[src/rtl/mii_rx_nibble_pack_pkg.sv]
// Shared types and constants for the MII receive nibble packer.
package mii_rx_nibble_pack_pkg;

  typedef enum logic [2:0] {
    WAIT_IDLE,
    IDLE,
    PREAMBLE,
    LOW_NIB,
    HIGH_NIB,
    DISCARD
  } rx_state_t;

  localparam logic [3:0] PREAMBLE_NIB = 4'h5;
  localparam logic [3:0] SFD_NIB      = 4'hD;

endpackage

[src/rtl/mii_rx_nibble_pack.sv]
// Packs MII receive nibbles into bytes with SOF/EOF framing and error flags.
// Latency: byte strobe 1 clk after its high nibble; EOF 1 clk after rx_dv falls.
// No backpressure: the MII stream cannot be stalled, so every output is a strobe.
module mii_rx_nibble_pack #(
  parameter int CNT_W = 16
) (
  input  logic             clk,
  input  logic             reset,
  input  logic [3:0]       mii_rxd,
  input  logic             mii_rx_dv,
  input  logic             mii_rx_er,
  output logic [7:0]       rx_data,
  output logic             rx_data_valid,
  output logic             rx_data_err,
  output logic             rx_sof,
  output logic             rx_eof,
  output logic             rx_frame_err,
  output logic             rx_align_err,
  output logic [CNT_W-1:0] rx_byte_count
);
  import mii_rx_nibble_pack_pkg::*;

  rx_state_t        state, state_nxt;
  logic [3:0]       low_nib, low_nib_nxt;
  logic             low_err, low_err_nxt;
  logic             ferr_acc, ferr_acc_nxt;
  logic             sof_pend, sof_pend_nxt;
  logic [7:0]       data_nxt;
  logic             valid_nxt, derr_nxt, sof_nxt, eof_nxt, fe_nxt, ae_nxt;
  logic [CNT_W-1:0] cnt_nxt;

  always_comb begin
    state_nxt    = state;
    low_nib_nxt  = low_nib;
    low_err_nxt  = low_err;
    ferr_acc_nxt = ferr_acc;
    sof_pend_nxt = sof_pend;
    data_nxt     = rx_data;
    valid_nxt    = 1'b0;
    derr_nxt     = 1'b0;
    sof_nxt      = 1'b0;
    eof_nxt      = 1'b0;
    fe_nxt       = 1'b0;
    ae_nxt       = 1'b0;
    cnt_nxt      = rx_byte_count;
    case (state)
      WAIT_IDLE: if (!mii_rx_dv) state_nxt = IDLE;
      IDLE: begin
        if (mii_rx_dv) state_nxt = (mii_rxd == PREAMBLE_NIB) ? PREAMBLE : DISCARD;
      end
      PREAMBLE: begin
        if (!mii_rx_dv)                 state_nxt = IDLE;
        else if (mii_rx_er)             state_nxt = DISCARD;
        else if (mii_rxd == SFD_NIB) begin
          state_nxt    = LOW_NIB;
          ferr_acc_nxt = 1'b0;
          sof_pend_nxt = 1'b1;
        end
        else if (mii_rxd != PREAMBLE_NIB) state_nxt = DISCARD;
      end
      LOW_NIB: begin
        if (mii_rx_dv) begin
          low_nib_nxt  = mii_rxd;
          low_err_nxt  = mii_rx_er;
          ferr_acc_nxt = ferr_acc | mii_rx_er;
          state_nxt    = HIGH_NIB;
        end else begin
          eof_nxt   = 1'b1;
          fe_nxt    = ferr_acc;
          state_nxt = IDLE;
          // a frame that never delivered a byte still reports its own count of zero
          if (sof_pend) cnt_nxt = '0;
        end
      end
      HIGH_NIB: begin
        if (mii_rx_dv) begin
          data_nxt     = {mii_rxd, low_nib};
          valid_nxt    = 1'b1;
          derr_nxt     = low_err | mii_rx_er;
          ferr_acc_nxt = ferr_acc | mii_rx_er;
          sof_nxt      = sof_pend;
          sof_pend_nxt = 1'b0;
          if (sof_pend)                 cnt_nxt = CNT_W'(1);
          else if (rx_byte_count != '1) cnt_nxt = rx_byte_count + CNT_W'(1);
          state_nxt = LOW_NIB;
        end else begin
          eof_nxt   = 1'b1;
          fe_nxt    = 1'b1;
          ae_nxt    = 1'b1;
          state_nxt = IDLE;
          if (sof_pend) cnt_nxt = '0;
        end
      end
      DISCARD: if (!mii_rx_dv) state_nxt = IDLE;
      default: state_nxt = WAIT_IDLE;
    endcase
  end

  always_ff @(posedge clk or posedge reset) begin
    if (reset) begin
      state         <= WAIT_IDLE;
      low_nib       <= '0;
      low_err       <= 1'b0;
      ferr_acc      <= 1'b0;
      sof_pend      <= 1'b0;
      rx_data       <= '0;
      rx_data_valid <= 1'b0;
      rx_data_err   <= 1'b0;
      rx_sof        <= 1'b0;
      rx_eof        <= 1'b0;
      rx_frame_err  <= 1'b0;
      rx_align_err  <= 1'b0;
      rx_byte_count <= '0;
    end else begin
      state         <= state_nxt;
      low_nib       <= low_nib_nxt;
      low_err       <= low_err_nxt;
      ferr_acc      <= ferr_acc_nxt;
      sof_pend      <= sof_pend_nxt;
      rx_data       <= data_nxt;
      rx_data_valid <= valid_nxt;
      rx_data_err   <= derr_nxt;
      rx_sof        <= sof_nxt;
      rx_eof        <= eof_nxt;
      rx_frame_err  <= fe_nxt;
      rx_align_err  <= ae_nxt;
      rx_byte_count <= cnt_nxt;
    end
  end

endmodule

[config.mk]
export PLATFORM = sky130hd
export DESIGN_NAME = mii_rx_nibble_pack
export DESIGN_NICKNAME = d
export VERILOG_FILES = /design/src/rtl/mii_rx_nibble_pack_pkg.sv /design/src/rtl/mii_rx_nibble_pack.sv
export SDC_FILE = /design/constraint.sdc
export NUM_CORES = 1
export LEC_CHECK = 0
export ABC_AREA = 1
export CORE_ASPECT_RATIO = 1.75
export CORE_MARGIN = 4
export CORE_UTILIZATION = 40
export CTS_BUF_LIST = sky130_fd_sc_hd__clkbuf_2
export DETAILED_ROUTE_END_ITERATION = 16
export PLACE_DENSITY = 0.66
export SLEW_MARGIN = 15
export SYNTH_ARGS = -nofsm -noshare
export SYNTH_HDL_FRONTEND = slang
export SYNTH_SLANG_ARGS = --single-unit
[constraint.sdc]
create_clock -name clk -period 1.4 [get_ports clk]
set_input_delay 0.28 -clock clk [delete_from_list [all_inputs] [get_ports clk]]
set_output_delay 0.28 -clock clk [all_outputs]
set_load 0.05 [all_outputs]
==> flow_metrics.tcl, run 1 <==
set metrics [dict create \
    cts_buffer_depth 2 \
    dr.pass1.iters 4 \
    synth_warnings 0 \
    ctsHtreeMaxLevel 2 \
    finalCritPeriodShare_pct 120 \
    rows 35 \
    drtIter0Drc 138 \
    synth_seq_cells 40 \
    failed_checks "setup timing" \
    final_nets 433 \
    crit_fanout 3 \
    place_congestion 0.834 \
    tightest_slew_ns 0.305 \
    cts_buffers 5 \
    port_buffers 37 \
    cap_violations 0 \
    p_total_mw 5.81 \
    wl_per_cell_um 14.7 \
    synthDistinctLibCells 27 \
    grt_pass1_wl_um 10700 \
    clk-insertion-delay-late_ns 0.42 \
    clk_pin_slew_worst_paths_ns 0.24 \
    clock.fmax_mhz 595 \
    setup_violations 38 \
    overflow 0 \
    hpwlAfterDp_um 4450 \
    yosysTopAreaCell "dfrtp_1" \
    critPathRequiredTime_ns 1.72 \
    slowest_delay_ns 0.50 \
    viasPerCell 5.23 \
    ys_seq_area_share_pct 46.2 \
    syn_inst 296 \
    cts_sinks 40 \
    syn_to_final_growth_pct 82.5 \
    fin_crit_ns 1.68 \
    root_buffer "clkbuf_2" \
    holdWs_ns 0.159 \
    crit_type "reg2reg" \
    layout_commonest_cell "nand2_1" \
    syn-num-nets 305 \
    crit_chain "nor2_4, buf_4, nand4_1, nor2_2, nand2_2, buf_4, nand3_1, nand2_1, nand2_1, nor2_1" \
    drt-total-wl_um 7090 \
    post-route-util_pct 75.2 \
    ant_nets 0 \
    die_w_um 63.6 \
    die_area_um2 6700 \
    io_pins 38 \
    drc 0 \
    layout_common_cells "68 x nand2_1, 64 x buf_4, 33 x buf_12" \
    setup_slack_ns -0.280 \
    clock_skew_ns 0.0312 \
    core_um2 5260 \
    grt_pass1_vias 2422 \
    p_leak_nw 1.93 \
    hold_viol 0 \
    worst_ep_arrival_time_ns 2.00 \
    start_util_pct 41.2 \
    setup_tns_ns -5.06 \
    crit_buf_inv 2 \
    slowest_stage "dfrtp_2" \
    relSlewSlack_pct 79.6 \
    critPathTopFamily "simple AND/OR/NAND/NOR gates" \
    dr_total_vias 2515 \
    cts_tree "yes" \
    die_h_um 105 \
    dpl_cell_area_um2 3410 \
    status "complete, but fails checks" \
    power-per-cell-area_nw_per_um2 1470 \
    peakVddDrop_mv 1.02 \
    drive_gt1_share_pct 46.6 \
    synth_area_leaders "dfrtp_1 46%, nand2_1 15%, nor2_1 6.4%" \
    final_max_slew_viol_count 0 \
    grt_max_degree 41 \
    rsz0062_at_grt "yes" \
    yosysTopAreaCellShare_pct 46.2 \
    min-delay-path-class "in2async" \
    syn_area_um2 2160 \
    crit_path_end_kind "register" \
    antenna_found_initial 1 \
    avgSynthCellArea_um2 7.31 \
    start_kind "register" \
    grtUsageTotal_pct 20.2 \
    fin_area_um2 3950 \
]
stage by stage:
stage	setup slack (ns)	instances
floorplan	-0.282	296
finish	-0.280	481
CTS	-0.198	471
global route	-0.372	481
detailed placement	-0.474	444
global placement	-0.398	444
worst reg2reg max path, cell delays in order, from the launching register on:
cell     delay, ns
dfrtp_2       0.50
nor2_4        0.12
buf_4         0.12
nand4_1       0.09
nor2_2        0.21
nand2_2       0.11
buf_4         0.16
nand3_1       0.11
nand2_1       0.07
nand2_1       0.06
nor2_1        0.04
synthesized netlist by cell type:
master / n
inv_1: 33
xor2_1: 1
inv_2: 5
nor2_2: 5
o21ai_0: 26
a21boi_0: 1
a21oi_4: 1
nor3_1: 5
and2_1: 1
a21oi_1: 7
nor2_4: 1
o21bai_1: 4
nor2_1: 37
nand3_2: 1
clkbuf_2: 1
nand2_4: 2
clkbuf_1: 3
ha_1: 1
o211ai_1: 1
dfrtp_1: 40
nand3b_1: 1
nand3_1: 23
buf_4: 1
buf_2: 2
nand4_1: 4
nand2_1: 84
nand2_2: 5
kinds of logic after synthesis:
logic type,after synthesis,synth area share (%)
compound gates,40,10.5
xor+xnor,1,0.405
fa+ha+maj,1,0.578
buf+inv,45,8.15
flops,40,46.2
simple gates,169,34.2
final cells by class:
type | count | area [um2]
clock buffer | 6 | 30.0
sequential | 40 | 1010
timing repair buffer | 127 | 1470
antenna | 1 | 2.50
timing repair inverter | 1 | 7.51
fill | 349 | 1310
clock inverter | 2 | 12.5
multi-input combinational | 211 | 1200
inverter | 38 | 148
tap | 55 | 68.8
final timing paths:
path | from | endpoint | slack (ns) | cells past startpoint
setup / recovery | state[0] | rx_byte_count[6] | -0.28 | 10
hold reg to reg | ferr_acc | rx_frame_err | 0.54 | 2
min in group clk | mii_rx_dv | rx_align_err | 0.39 | 2
setup reg to reg | state[0] | rx_byte_count[6] | -0.28 | 10
hold / removal | reset | rx_byte_count[8] | 0.16 | 3
max in group asynchronous | reset | low_err | 0.99 | 3
power breakdown:
group | internal, mW | switching (mW)
sequential | 1.45 | 0.298
clock | 0.127 | 0.415
combinational | 1.70 | 1.83
repair_timing:
| item | CTS | global route |
|---|---|---|
| pin swaps | 17 | 13 |
| cloned | 1 | 0 |
| resized for setup | 37 | 62 |
| setup endpoints to repair | 38 | 48 |
| hold buffers | 0 | 0 |
| setup buffers | 18 | 15 |
registers in the layout (all words and copies together), names as in the netlist, 3 cells and up:
| name | flops |
|---|---|
| rx_byte_count | 16 |
| rx_data | 8 |
| low_nib | 4 |
| state | 3 |
routing by layer:
layer  vias to the layer above  share of wire (%)  GRT usage, %
li1                       1188                  -             -
met3                        32                3.9          2.88
met4                         0                4.8          10.5
met5                         -                  0             0
met1                      1208                 36          20.3
met2                        87                 55          38.7
(Power assumes the default switching activity.)
==> inputs of run 2 (changes only) <==
--- a/config.mk
+++ b/config.mk
@@ -8,10 +8,10 @@
 export ABC_AREA = 1
 export CORE_ASPECT_RATIO = 1.75
 export CORE_MARGIN = 4
-export CORE_UTILIZATION = 40
+export CORE_UTILIZATION = 49
 export CTS_BUF_LIST = sky130_fd_sc_hd__clkbuf_2
 export DETAILED_ROUTE_END_ITERATION = 16
-export PLACE_DENSITY = 0.66
+export PLACE_DENSITY = 0.78
 export SLEW_MARGIN = 15
 export SYNTH_ARGS = -nofsm -noshare
 export SYNTH_HDL_FRONTEND = slang
==> flow_metrics.tcl, run 2 (same netlist as run 1, synthesis figures left out) <==
set metrics [dict create \
    die_area_um2 5590 \
    holdWs_ns 0.121 \
    final_max_slew_viol_count 0 \
    relSlewSlack_pct 79.2 \
    drtIter0Drc 300 \
    cap_violations 0 \
    antennaDiodeCount 0 \
    start_kind "register" \
    setup_violations 43 \
    status "complete, but fails checks" \
    nFillCells 130 \
    cts_buffers 5 \
    clk-insertion-delay-late_ns 0.45 \
    drc 0 \
    dr.pass1.iters 5 \
    top_regs "rx_byte_count (16), rx_data (8), low_nib (4)" \
    wl_per_cell_um 22.8 \
    dr_total_vias 2924 \
    core_um2 4190 \
    top_register "rx_byte_count" \
    antenna_found_initial 0 \
    grtUsageTotal_pct 31.5 \
    tightest_slew_ns 0.310 \
    cts_tree "yes" \
    drt-total-wl_um 10600 \
    rsz0062_at_grt "yes" \
    io_pins 38 \
    clock.fmax_mhz 493 \
    rows 31 \
    setup_slack_ns -0.628 \
    die_w_um 58.2 \
    power-per-cell-area_nw_per_um2 1520 \
    peakVddDrop_mv 1.58 \
    layout_commonest_cell "nand2_1" \
    min-delay-path-class "in2async" \
    critPathRequiredTime_ns 1.75 \
    ant_nets 0 \
    ctsHtreeMaxLevel 2 \
    hpwlAfterDp_um 4760 \
    seqCellArea_um2 1010 \
    grt_pass1_vias 2736 \
    fin_crit_ns 2.03 \
    viasPerCell 6.27 \
    clock_skew_ns 0.0318 \
    layout_common_cells "68 x nand2_1, 54 x buf_4, 31 x buf_12" \
    p_leak_nw 1.90 \
    p_total_mw 5.97 \
    root_buffer "clkbuf_2" \
    finalCritPeriodShare_pct 145 \
    syn_to_final_growth_pct 81.2 \
    overflow 0 \
    cts_sinks 40 \
    final_nets 425 \
    die_h_um 95.9 \
    port_buffers 37 \
    crit_fanout 3 \
    start_util_pct 51.7 \
    failed_checks "setup timing" \
    dpl_cell_area_um2 3350 \
    crit_type "reg2reg" \
    grt_pass1_wl_um 13400 \
    fin_area_um2 3920 \
    drive_gt1_share_pct 46.5 \
    crit_path_end_kind "register" \
    clk_pin_slew_worst_paths_ns 0.28 \
    multi_input_area_um2 1220 \
    worst_ep_arrival_time_ns 2.37 \
    hold_viol 0 \
    final_cell_count_no_fill 466 \
    grt_max_degree 41 \
    dp.cells 432 \
    largest_register_ffs 16 \
    place_congestion 0.894 \
    cts_buffer_depth 2 \
]
## run 2: cell count changes in the layout (fill, tap and decap cells not counted), sizes merged
cell	change
clkdlybuf4s50	+1
bufinv	+1
diode	-1
dlygate4sd2	-1
clkbuf	-1
clkinvlp	+1
clkinv	-1
buf	-8
## run 2: metal layers
layer	global-route usage [%]	routed length, um	vias up
met5	0	0	-
met4	18.6	722	0
met3	4.56	992	82
met2	55.8	5450	283
met1	35.1	3470	1379
li1	-	-	1180
## run 2: repair_timing
item,4_1_cts,5_1_grt
setup buffers,17,12
resized for setup,58,44
cloned,2,0
hold buffers,0,0
pin swaps,24,16
endpoints found under the setup margin,38,43
## run 2: worst max-delay path: stages, from the launching register on
cell,delay [ns]
dfrtp_2,0.47
nand2_1,0.08
nor2_1,0.24
nand2_1,0.17
nor2_4,0.20
nand2_4,0.10
buf_4,0.15
nand3b_1,0.21
nand2_1,0.13
nand2_1,0.12
nor2_1,0.05
## run 2: path summary, 6_finish.rpt
path	from	to	slack (ns)	cells after the start
hold / removal	reset	rx_byte_count[8]	0.12	3
setup reg to reg	rx_byte_count[12]	rx_byte_count[7]	-0.63	10
min in group clk	mii_rxd[1]	low_nib[1]	0.43	3
max in group asynchronous	reset	rx_byte_count[1]	1.01	3
setup / recovery	rx_byte_count[12]	rx_byte_count[7]	-0.63	10
hold reg to reg	low_nib[0]	rx_data[0]	0.51	2
## run 2: layout make-up
cell class              count  share of cell area [%]
clock inverters             3                    1.18
repair inverters            1                   0.191
well taps                  49                    1.56
clock buffers               5                   0.638
flip-flops and latches     40                    25.8
repair buffers            119                    35.7
multi-input cells         211                    31.1
inverters                  38                    3.80
## run 2: metrics by stage
stage	util [%]	setup TNS, ns	setup WS (ns)
after global routing	93.6	-10.37	-0.648
final	93.6	-8.66	-0.628
after global placement	79.9	-9.22	-0.367
after floorplan	-	-3.97	-0.282
after detailed placement	79.9	-11.62	-0.498
after CTS	89.2	-4.23	-0.219
## run 2: power breakdown
group | switching, mW | internal, mW | total (mW)
clock | 0.482 | 0.307 | 0.789
sequential | 0.298 | 1.45 | 1.75
combinational | 1.90 | 1.53 | 3.44
total | 2.68 | 3.29 | 5.97
==> inputs of run 3 (changes only) <==
--- a/config.mk
+++ b/config.mk
@@ -11,6 +11,7 @@
 export CORE_UTILIZATION = 49
 export CTS_BUF_LIST = sky130_fd_sc_hd__clkbuf_2
 export DETAILED_ROUTE_END_ITERATION = 16
+export HOLD_SLACK_MARGIN = 0.05
 export PLACE_DENSITY = 0.78
 export SLEW_MARGIN = 15
 export SYNTH_ARGS = -nofsm -noshare
==> results of run 3 <==
No change in the layout: final DEF, timing and power equal those of run 2.
